## src/rtl/ram_arbiter.sv

```systemverilog
// System RAM port owner: clear engine > HPS loader > CPU, driving a 1-cycle sync RAM.
// Loader path (LOAD/DRAIN, ld_done, ld_err) is built only with `define RAM_ARB_LOAD_EN.
module ram_arbiter #(
  parameter logic [7:0]  CLEAR_VALUE = 8'hFF,
  parameter logic [15:0] LOAD_BASE   = 16'h0000
) (
  input  logic        clk_sys,
  input  logic        reset_n,
  input  logic        clear_req,
  input  logic        cpu_ce,
  input  logic        cpu_cs,
  input  logic        cpu_we,
  input  logic [15:0] cpu_ad,
  input  logic [7:0]  cpu_d,
  output logic [7:0]  cpu_q,
  input  logic        ld_active,
  input  logic        ld_wr,
  input  logic [15:0] ld_addr,
  input  logic [7:0]  ld_dout,
  output logic [15:0] ram_ad,
  output logic [7:0]  ram_d,
  output logic        ram_we,
  input  logic [7:0]  ram_q,
  output logic        hold_cpu,
  output logic        busy,
  output logic        clear_done,
  output logic        ld_done,
  output logic        ld_err
);

  // state | meaning
  // CLEAR | fill RAM with CLEAR_VALUE     IDLE  | CPU owns the port
  // LOAD  | loader bytes go to RAM        DRAIN | last loader write commits
  localparam logic [1:0] S_CLEAR = 2'd0;
  localparam logic [1:0] S_IDLE  = 2'd1;
`ifdef RAM_ARB_LOAD_EN
  localparam logic [1:0] S_LOAD  = 2'd2;
  localparam logic [1:0] S_DRAIN = 2'd3;
`endif

  logic [1:0]  r_state;
  logic [16:0] r_clr_cnt;
  logic [15:0] r_ram_ad;
  logic [7:0]  r_ram_d;
  logic [7:0]  r_cpu_q;
  logic        r_ram_we;
  logic        r_clear_done;
  logic        r_rd_p1;
  logic        r_rd_p2;
  logic        w_cpu_acc;

  assign w_cpu_acc = cpu_ce & cpu_cs;

`ifdef RAM_ARB_LOAD_EN
  logic        r_ld_active_d;
  logic        r_ld_pend;
  logic        r_ld_done;
  logic        r_ld_err;
  logic [16:0] w_ld_sum;
  logic        w_ld_rise;

  assign w_ld_sum  = {1'b0, ld_addr} + {1'b0, LOAD_BASE};
  assign w_ld_rise = ld_active & ~r_ld_active_d;
`endif

  always_ff @(posedge clk_sys) begin
    if (!reset_n) begin
      r_state      <= S_CLEAR;
      r_clr_cnt    <= 17'd0;
      r_ram_ad     <= 16'd0;
      r_ram_d      <= 8'd0;
      r_ram_we     <= 1'b0;
      r_cpu_q      <= 8'd0;
      r_clear_done <= 1'b0;
      r_rd_p1      <= 1'b0;
      r_rd_p2      <= 1'b0;
`ifdef RAM_ARB_LOAD_EN
      r_ld_active_d <= 1'b0;
      r_ld_pend     <= 1'b0;
      r_ld_done     <= 1'b0;
      r_ld_err      <= 1'b0;
`endif
    end else begin
      r_ram_we     <= 1'b0;
      r_clear_done <= 1'b0;
      r_rd_p1      <= 1'b0;
      r_rd_p2      <= r_rd_p1;
      if (r_rd_p2) r_cpu_q <= ram_q;
`ifdef RAM_ARB_LOAD_EN
      r_ld_done     <= 1'b0;
      r_ld_active_d <= ld_active;
      if (w_ld_rise) r_ld_pend <= 1'b1;
      else if (!ld_active) r_ld_pend <= 1'b0;
`endif
      if (clear_req) begin
        r_state   <= S_CLEAR;
        r_clr_cnt <= 17'd0;
        r_rd_p1   <= 1'b0;
        r_rd_p2   <= 1'b0;
`ifdef RAM_ARB_LOAD_EN
        r_ld_err  <= 1'b0;
        r_ld_pend <= 1'b0;
`endif
      end else begin
        case (r_state)
          S_CLEAR: begin
            if (r_clr_cnt[16]) begin
              r_state      <= S_IDLE;
              r_clear_done <= 1'b1;
            end else begin
              r_ram_ad  <= r_clr_cnt[15:0];
              r_ram_d   <= CLEAR_VALUE;
              r_ram_we  <= 1'b1;
              r_clr_cnt <= r_clr_cnt + 17'd1;
            end
          end
          S_IDLE: begin
`ifdef RAM_ARB_LOAD_EN
            // A pending session blocks new CPU slots; enter LOAD once no read is in flight.
            if ((r_ld_pend | w_ld_rise) & ld_active) begin
              if (!r_rd_p1) begin
                r_state   <= S_LOAD;
                r_ld_pend <= 1'b0;
              end
            end else
`endif
            if (w_cpu_acc) begin
              r_ram_ad <= cpu_ad;
              r_ram_d  <= cpu_d;
              r_ram_we <= cpu_we;
              r_rd_p1  <= ~cpu_we;
            end
          end
`ifdef RAM_ARB_LOAD_EN
          // ram_ad/ram_d/ram_we double as the one-deep loader buffer.
          S_LOAD: begin
            if (!ld_active) begin
              r_state <= S_DRAIN;
            end else if (ld_wr) begin
              if (w_ld_sum[16]) begin
                r_ld_err <= 1'b1;
              end else begin
                r_ram_ad <= w_ld_sum[15:0];
                r_ram_d  <= ld_dout;
                r_ram_we <= 1'b1;
              end
            end
          end
          S_DRAIN: begin
            r_state   <= S_IDLE;
            r_ld_done <= 1'b1;
          end
`endif
          default: r_state <= S_CLEAR;
        endcase
      end
    end
  end

  assign ram_ad     = r_ram_ad;
  assign ram_d      = r_ram_d;
  assign ram_we     = r_ram_we;
  assign cpu_q      = r_cpu_q;
  assign clear_done = r_clear_done;
  assign busy       = (r_state != S_IDLE);
  assign hold_cpu   = (r_state != S_IDLE);

`ifdef RAM_ARB_LOAD_EN
  assign ld_done = r_ld_done;
  assign ld_err  = r_ld_err;
`else
  logic w_unused_ld;
  assign w_unused_ld = &{1'b0, ld_active, ld_wr, ld_addr, ld_dout, LOAD_BASE};
  assign ld_done = 1'b0;
  assign ld_err  = 1'b0;
`endif

endmodule

```

## config.mk

```make
export PLATFORM = sky130hd
export DESIGN_NAME = ram_arbiter
export DESIGN_NICKNAME = d
export VERILOG_FILES = /design/src/rtl/ram_arbiter.sv
export SDC_FILE = /design/constraint.sdc
export NUM_CORES = 1
export LEC_CHECK = 0
export ABC_CLOCK_PERIOD_IN_PS = 1700
export BUFFER_PORTS_ARGS = -buffer_cell sky130_fd_sc_hd__buf_2
export CAP_MARGIN = 5
export CORE_MARGIN = 8
export CORE_UTILIZATION = 47
export DETAILED_ROUTE_END_ITERATION = 8
export PLACE_DENSITY_LB_ADDON = 0.05
export SYNTH_ARGS = -nofsm -noshare
export SYNTH_HDL_FRONTEND = slang
export SYNTH_SLANG_ARGS = --single-unit
```

## constraint.sdc

```tcl
create_clock -name clk_sys -period 1.7 [get_ports clk_sys]
set_input_delay 0.085 -clock clk_sys [delete_from_list [all_inputs] [get_ports clk_sys]]
set_output_delay 0.085 -clock clk_sys [all_outputs]
set_load 0.02 [all_outputs]
```

Yosys cells after proc, flatten, opt, wreduce, memory -nomap -nowiden. Cells that the tools add are included.

Register bits: 55. Bits in latches: 0. Memory bits (writable): 0. Bits in read-only memories: 0. Input bits: 64. Output and inout bits: 38. Memories: 0.

$add $sub $neg: 1. $mul: 0. Divide/modulo/power cells: 0. $lt $le $gt $ge: 0. Equal/unequal tests: 5. Shift operators: 0. Multiplexer cells: 13. Bitwise gates (word level): 8. Reduce and logical (&&, ||, !) cells: 8.

Operators with widths (count): 16-bit two-way mux (2); 16-bit case mux with 2 select lines (1); 17-bit by 1-bit adder with 17-bit output (second input constant) (1); 17-bit two-way mux (1); 8-bit two-way mux (2); 8-bit case mux with 2 select lines (1); 1-bit NOT (7); 2-bit != test (second input constant) (3); 2-bit case mux with 2 select lines (1); 2-bit AND reduction (2); 4-bit AND reduction (1); 4-bit OR reduction (1); 1-bit two-way mux (3); 3-bit OR reduction (1); 2-bit by 1-bit == test with 1-bit output (second input constant) (1); 2-bit zero test (1); 2-bit two-way mux (1); 2-bit by 1-bit != test with 1-bit output (second input constant) (1); 1-bit case mux with 2 select lines (1); 2-bit nonzero test (1); 2-bit OR reduction (1); 1-bit AND (1).

Depth between registers and ports, before layout. Gate-level depths: netlist of the first run.

Depth in word-level cells: 3. Gate-level depth with buffers: 6. Gate-level depth less buffers: 5.

Worst setup path before layout of the first run. OpenSTA, ideal clock, no wires.

Kind: register to register. Start point: register r_clr_cnt[2]. End point: register r_clr_cnt[13]. Library setup time: 0.116 ns. Arrival time: 1.354 ns. Data required time: 1.584 ns. Setup slack: 0.230 ns. Cell stages (with the launch flop): 5. Path buffers: 0. Path through: dfxtp_1 > or3b_4 > nor4_4 > a211oi_1 > a31o_1.

Cells in the longest elaborated chain, start to end: 1.

RTL lines: from (decl) (RTL line 42) `logic [16:0] r_clr_cnt;`; from (signal assigned) (RTL line 114) `r_clr_cnt <= r_clr_cnt + 17'd1;`; 17-bit by 1-bit adder with 17-bit output (RTL line 114).

No other way between the ends. A chain may end at the register's enable or synchronous reset.

Final worst setup path of the first run.
Start point: register r_state[0]. End point: register r_clr_cnt[13].

Cells in the longest elaborated chain, start to end: 2.

RTL lines: from (decl) (RTL line 41) `logic [1:0] r_state;`; from (signal assigned) (RTL line 68) `r_state <= S_CLEAR;`; from (signal assigned) (RTL line 96) `r_state <= S_CLEAR;`; from (signal assigned) (RTL line 108) `r_state <= S_IDLE;`; 2-bit zero test (RTL line 105) `case (r_state)`; 2-bit AND reduction (no line).

No other way between the ends.

==> results.md, run 1 <==
- Outcome: finished, final reports clean
- Power density cells: approximately 750 mW/mm^2
- Post-synthesis simple-gate area fraction: 0.236
- Initial Utilization: 0.492
- Sw frac: 0.238
- Largest net degree at the start of global routing: 33
- First-pass GRT wire length: between 8000 and 9000 um
- Seq pwr share: 0.592
- I/O Buffers: 73
- Vias in the first global route: 1,940
- Largest family of logic cells by synthesized area: simple AND/OR/NAND/NOR gates
- Fin crit share: 0.920
- Ys Warns: 0
- Final Hold Viols: 0
- Die ar.: approximately 0.0075 mm^2
- # IOs: approximately 100
- VDD IR max: 0.474 mV
- Via count: a little under 2k
- Number of diodes: 0
- CTS tree: yes
- Post-route ant nets: 0
- Clock sink total: 54
- Worst EP arrival: 1.77 ns
- Final core occ: 0.623
- Max-Cap Viols: 0
- Final HPWL DP: around 4000 um
- Complex-gate fraction of the synthesized area: 0.127
- Total Nets Final: about 390
- Final Slew Violations: 0
- GRT Residual Overflow: 0
- NetSw: around 530 uW
- Clk pwr share: 0.298
- Syn-to-layout area delta: 26.5%
- Final setup viols: 0
- Clock-pin slew on the worst setup and hold paths: roughly 0.090 ns
- Synth Instances: approximately 240
- CTS Buffer Depth: 2
- Syn_area_per_cell: approximately 9.7 um^2
- DRC: 0
- Clk Tree Root Cell: clkbuf_8
- Setup tns final: 0 ns
- Die H: 86.6 um
- Proportion of layout cells with a drive suffix above 1: 0.320
- Total chip power: ~2200 uW
- Fillers: between 400 and 500
- CORE AREA: between 0.004 and 0.005 mm^2
- Multiplexer share of the synthesized area: 0.0812
- Worst setup EP type: flop
- GRT Overall Usage: 0.146
- Clk_skew: just under 0.008 ns
- Tmin final: between 1.5 and 2 ns
- Critical Path RT: about 1.9 ns
- Buf+Inv Stages, Crit Path: 0
- Synth cell types: 42
- Final RePlAce weighted congestion: between 0.7 and 0.8
- RSZ-0062 raised after global routing: no
- Drt total wl: about 5300 um
- Most common cell after layout, fill and taps aside: buf_2
- WS Path Type: flop to flop
- Standard-cell rows: 25
- Die X: between 80 and 90 um
- Sequential element share of the synthesized area: 0.462
- Worst Hold Class: primary input to flop
- CP Cell Sequence: or3b_4 > nor4_4 > a211oi_1 > a31o_1
- Initial DRC count: between 50 and 60
- Seq cells post-synth: 54
- Worst R2R Setup Slack: between 0.1 and 0.15 ns
- Leakage power: roughly 0.0014 uW
- F_max: 0.639 GHz
- CTS H-tree depth: 2
- Initial antenna violation count: 0
- Worst-skew pair later-pin latency: about 0.30 ns
- Top delay family on crit path: simple AND/OR/NAND/NOR gates
- Critical-path top delay cell: or3b_4
- Crit path max fanout: 5
- Worst setup SP type: flop
- Post-CTS Setup Inserts: 0
- Routed len/inst: 13.6 um
- Post-Synth Adder-Cell Area: 0.00534
- Comb pwr share: 0.110
- Internal power: roughly 1700 uW
- CTS Buf Count: 5
- Min Hold Slack: between 0.05 and 0.06 ns
- Synth Area in XOR/XNOR: 0.0374
- Max incr delay on CP: around 0.43 ns
- Netlist Area Pre-Place: ~0.0023 mm^2
- Most frequent cells in the layout: buf_2 (73), dfxtp_1 (54), nor2_1 (23), nand2_1 (23), mux2i_1 (19)
- Drt first pass iters: 4
- Vias per std cell: between 4 and 5
==> sequential cells by signal, indices dropped and copies added, names as in the netlist <==
name / count
r_rd_p1: 1
ram_ad: 16
ram_we: 1
cpu_q: 8
r_state: 1
ram_d: 8
r_rd_p2: 1
clear_done: 1
r_clr_cnt: 17
==> routing by layer <==
metal | wire length [um] | track usage | share of wire
met1 | 2480 | 0.176 | 0.47
met2 | 2420 | 0.242 | 0.46
met3 | 343 | 0.0463 | 0.065
met4 | 59 | 0.0423 | 0.011
met5 | 0 | 0 | 0
==> stage by stage <==
step / std cells / setup WS [ns] / instance area (um^2)
2_1_floorplan: 243 / 0.230 / 2340
3_5_place_dp: 381 / 0.0179 / 2860
4_1_cts: 389 / 0.0787 / 2950
3_3_place_gp: 381 / 0.0590 / 2860
5_1_grt: 389 / 0.0218 / 2960
6_report: 389 / 0.135 / 2960
==> cell usage after synthesis (all sizes together) <==
master / count / area, um^2
dfxtp: 54 / 1080
nor2: 24 / 92.6
nand2: 23 / 86.3
mux2i: 19 / 190
o211a: 16 / 160
buf: 10 / 68.8
nor3b: 10 / 75.1
nor2b: 9 / 56.3
nor4: 9 / 71.3
a21oi: 8 / 51.3
clkbuf: 7 / 26.3
nand4: 6 / 37.5
inv: 5 / 18.8
xnor2: 5 / 43.8
xor2: 5 / 43.8
o211ai: 4 / 30.0
a31o: 3 / 26.3
nand3: 3 / 20.0
nor3: 3 / 15.0
and2: 2 / 12.5
and3: 2 / 12.5
and4: 2 / 17.5
and4bb: 2 / 25.0
a211oi: 1 / 7.51
a21o: 1 / 7.51
a41oi: 1 / 8.76
clkinv: 1 / 3.75
conb: 1 / 3.75
ha: 1 / 12.5
nand2b: 1 / 6.26
o21ai: 1 / 5.00
or2: 1 / 6.26
or3: 1 / 6.26
or3b: 1 / 11.3
==> power groups by stage <==
stage	Sequential (uW)	Combinational (uW)	Clock, uW
after floorplan	1390	91.4	0
after CTS	1320	249	695
final	1320	245	664
after global placement	1350	244	0
after global routing	1320	269	734
after detailed placement	1350	247	0
==> kinds of logic (layout without fill, tap and decap cells) <==
kind of cell / Yosys count / after routing
AOI/OAI and AO/OA: 35 / 35
xor gates and xnor gates: 10 / 10
adders and majority gates: 1 / 1
buffers and inverters: 23 / 102
DFF: 54 / 54
muxes: 19 / 19
other: 1 / 2
and+or+nand+nor: 99 / 99
==> what timing repair did <==
action / CTS / global route
setup endpoints to repair: 3 / 8
hold buffers: 1 / 0
pin swaps: 0 / 0
endpoints found under the hold margin: 1 / 0
gates resized for setup: 1 / 2
==> tightest hold or removal path, cell delays in order <==
cell and delay (ns):
buf_2 0.07, mux2i_1 0.06, nor2b_1 0.09
==> path summary, 6_finish.rpt <==
| kind | endpoint | cells after the start | start |
|---|---|---|---|
| setup reg to reg | r_clr_cnt[13] | 4 | r_state[0] |
| hold reg to reg | r_rd_p2 | 2 | r_rd_p1 |
| setup / recovery | r_clr_cnt[13] | 4 | r_state[0] |
| hold / removal | cpu_q[4] | 3 | ram_q[4] |
==> cell type report <==
cell class / instances / area (um^2) / area share
repair buffers: 89 / 551 / 0.186
clock buffers: 7 / 76.3 / 0.0258
well taps: 67 / 83.8 / 0.0283
inverters: 6 / 22.5 / 0.00761
flip-flops and latches: 54 / 1080 / 0.365
multi-input cells: 166 / 1150 / 0.387
No activity file was read; power rests on OpenSTA's default activity.
==> run 2: changes to the inputs <==
--- a/config.mk
+++ b/config.mk
@@ -10,6 +10,7 @@
 export CAP_MARGIN = 5
 export CORE_MARGIN = 8
 export CORE_UTILIZATION = 47
+export CTS_BUF_LIST = sky130_fd_sc_hd__clkbuf_4 sky130_fd_sc_hd__clkbuf_8 sky130_fd_sc_hd__clkbuf_16
 export DETAILED_ROUTE_END_ITERATION = 8
 export PLACE_DENSITY_LB_ADDON = 0.05
 export SYNTH_ARGS = -nofsm -noshare
==> run 2 against run 1 <==
Net effect: register-to-register slack about the same; sequential power about the same; critical path depth up 3; cell count unchanged; non-clock buffer count unchanged; design area up 0.25%; worst setup slack better by 0.011 ns; routed wire length up 0.36%; clock skew up 0.00087 ns; largest power group unchanged.
==> results.md, run 2 (same netlist as run 1, synthesis figures left out) <==
- Outcome: finished, final reports clean
- Total chip power: 2260 uW (+1.4%)
- CTS tree: yes
- HP Start: ram_q[0]
- Setup tns final: 0 ns (unchanged)
- Clk Tree Root Cell: clkbuf_8
- Worst-skew pair later-pin latency: 0.30 ns (about the same)
- Critical Path RT: 1.89 ns (about the same)
- WS Path Type: flop to flop
- Clock-pin slew on the worst setup and hold paths: 0.09 ns (about the same)
- Power density cells: 761 mW/mm^2 (+1.2%)
- Hold Path Depth: 3 (unchanged)
- Min Hold Slack: 0.0528 ns (+0.00239 ns)
- Reg with most FFs: r_clr_cnt
- Reg2reg end: ram_ad[3]
- Die H: 86.6 um (unchanged)
- F_max: 0.644 GHz (+0.72%)
- Total Nets Final: 387 (unchanged)
- I/O Buffers: 73 (unchanged)
- Leakage power: 0.00137 uW (+0.50%)
- VDD IR max: 0.457 mV (-3.7%)
- Most common cell after layout, fill and taps aside: buf_2
- Post-Layout Cell Count: 389 (unchanged)
- Area occupied by registers: 0.00108 mm^2 (unchanged)
- GRT Overall Usage: 0.146 (unchanged)
- CTS H-tree depth: 2 (unchanged)
- DRC: 0 (unchanged)
- Worst EP arrival: 1.74 ns (-0.03 ns)
- Max-Cap Viols: 0 (unchanged)
- Standard-cell rows: 25 (unchanged)
- Via count: 1,950 (+0.31%)
- Final Slew Violations: 0 (unchanged)
- Drt total wl: 5320 um (+0.36%)
- DP Area: 0.00286 mm^2 (unchanged)
- Post-CTS Setup Inserts: 0 (unchanged)
- Clock sink total: 54 (unchanged)
- Worst reg2reg startpoint: r_state[0]
- Final setup viols: 0 (unchanged)
- Tmin final: 1.55 ns (-0.0112 ns)
- Final HPWL DP: 3990 um (unchanged)
- Number of diodes: 0 (unchanged)
- CTS Buffer Depth: 2 (unchanged)
- Worst Hold End: cpu_q[0]
- Largest register FFs: 17 (unchanged)
- Most frequent cells in the layout: buf_2 (73), dfxtp_1 (54), nor2_1 (23), nand2_1 (23), mux2i_1 (19)
- Initial antenna violation count: 0 (unchanged)
- Die X: 86.6 um (unchanged)
- Proportion of layout cells with a drive suffix above 1: 0.326 (+0.00621)
- # IOs: 102 (unchanged)
- CORE AREA: 0.00475 mm^2 (unchanged)
- Fin crit share: 0.914 (-0.00661)
- Worst Hold Class: primary input to flop
- Fillers: 452 (-0.22%)
- Crit path max fanout: 22 (+17)
- Final Cell Area: 0.00297 mm^2 (+0.25%)
- Largest net degree at the start of global routing: 33 (unchanged)
- Clk_skew: 0.00872 ns (+0.000865 ns)
- Final Hold Viols: 0 (unchanged)
- CTS Buf Count: 5 (unchanged)
- RSZ-0062 raised after global routing: no
- Vias per std cell: 5.01 (+0.31%)
- R2R cell count: 7 (+3)
- Initial DRC count: 59 (+1.7%)
- GRT Residual Overflow: 0 (unchanged)
- Final RePlAce weighted congestion: 0.771 (unchanged)
- Area of the multi-input gates: 0.00115 mm^2 (unchanged)
- Dpl cells: 381 (unchanged)
- Worst R2R Setup Slack: 0.15 ns (about the same)
- Drt first pass iters: 5 (+1)
- Syn-to-layout area delta: 26.8%
- Die ar.: 0.00750 mm^2 (unchanged)
- Routed len/inst: 13.7 um (+0.36%)
- Worst setup EP type: flop
- Initial Utilization: 0.492 (unchanged)
- First-pass GRT wire length: 8910 um (unchanged)
- Post-route ant nets: 0 (unchanged)
- Worst setup SP type: flop
- Vias in the first global route: 1,940 (unchanged)
run 2: cell counts in the layout (fill, tap and decap cells not counted):
No cell type changed its count.
run 2: repair_timing:
item | CTS | global route
gates resized for setup | 1 | 2
gates cloned | 0 | 0
hold endpoints to repair | 1 | 0
hold buffers | 1 | 0
setup endpoints to repair | 4 | 10
pin swaps | 0 | 0
run 2: cell type report:
cell class              instances  area share
well taps                      67      0.0282
clock buffers                   7      0.0282
repair buffers                 89       0.185
inverters                       6     0.00759
multi-input cells             166       0.386
flip-flops and latches         54       0.364
run 2: worst max path at each step:
stage	slack [ns]	depth (start not counted)	end	start
finish	0.15	7	ram_ad[3]	r_state[0]
global route	0.02	7	ram_d[4]	r_state[0]
CTS	0.08	7	ram_ad[3]	r_state[0]
detailed placement	0.02	7	ram_ad[3]	r_state[0]
global placement	0.06	7	ram_ad[8]	r_state[0]
floorplan	0.23	4	r_clr_cnt[13]	r_clr_cnt[2]
run 2: power by group:
part	switching (uW)	internal (uW)
clock network	380	317
logic	133	112
registers	17.2	1300
total	529	1730
run 2: metal layers:
metal | routed length, um | track usage
met1 | 2490 | 0.176
met2 | 2460 | 0.242
met3 | 334 | 0.0463
met4 | 38 | 0.0423
met5 | 0 | 0
run 2: worst max-delay path, stage by stage, from the launching register on:
cell	delay [ns]
dfxtp_1	0.43
buf_12	0.20
nand3_2	0.12
a21oi_4	0.23
buf_12	0.15
buf_12	0.13
nand2_1	0.06
o211a_1	0.12
run 2: per-stage QoR:
| step | setup slack [ns] | util |
|---|---|---|
| detailed placement | 0.0179 | 0.602 |
| global route | 0.0211 | 0.624 |
| floorplan | 0.230 | - |
| global placement | 0.0590 | 0.602 |
| finish | 0.147 | 0.624 |
| CTS | 0.0779 | 0.622 |
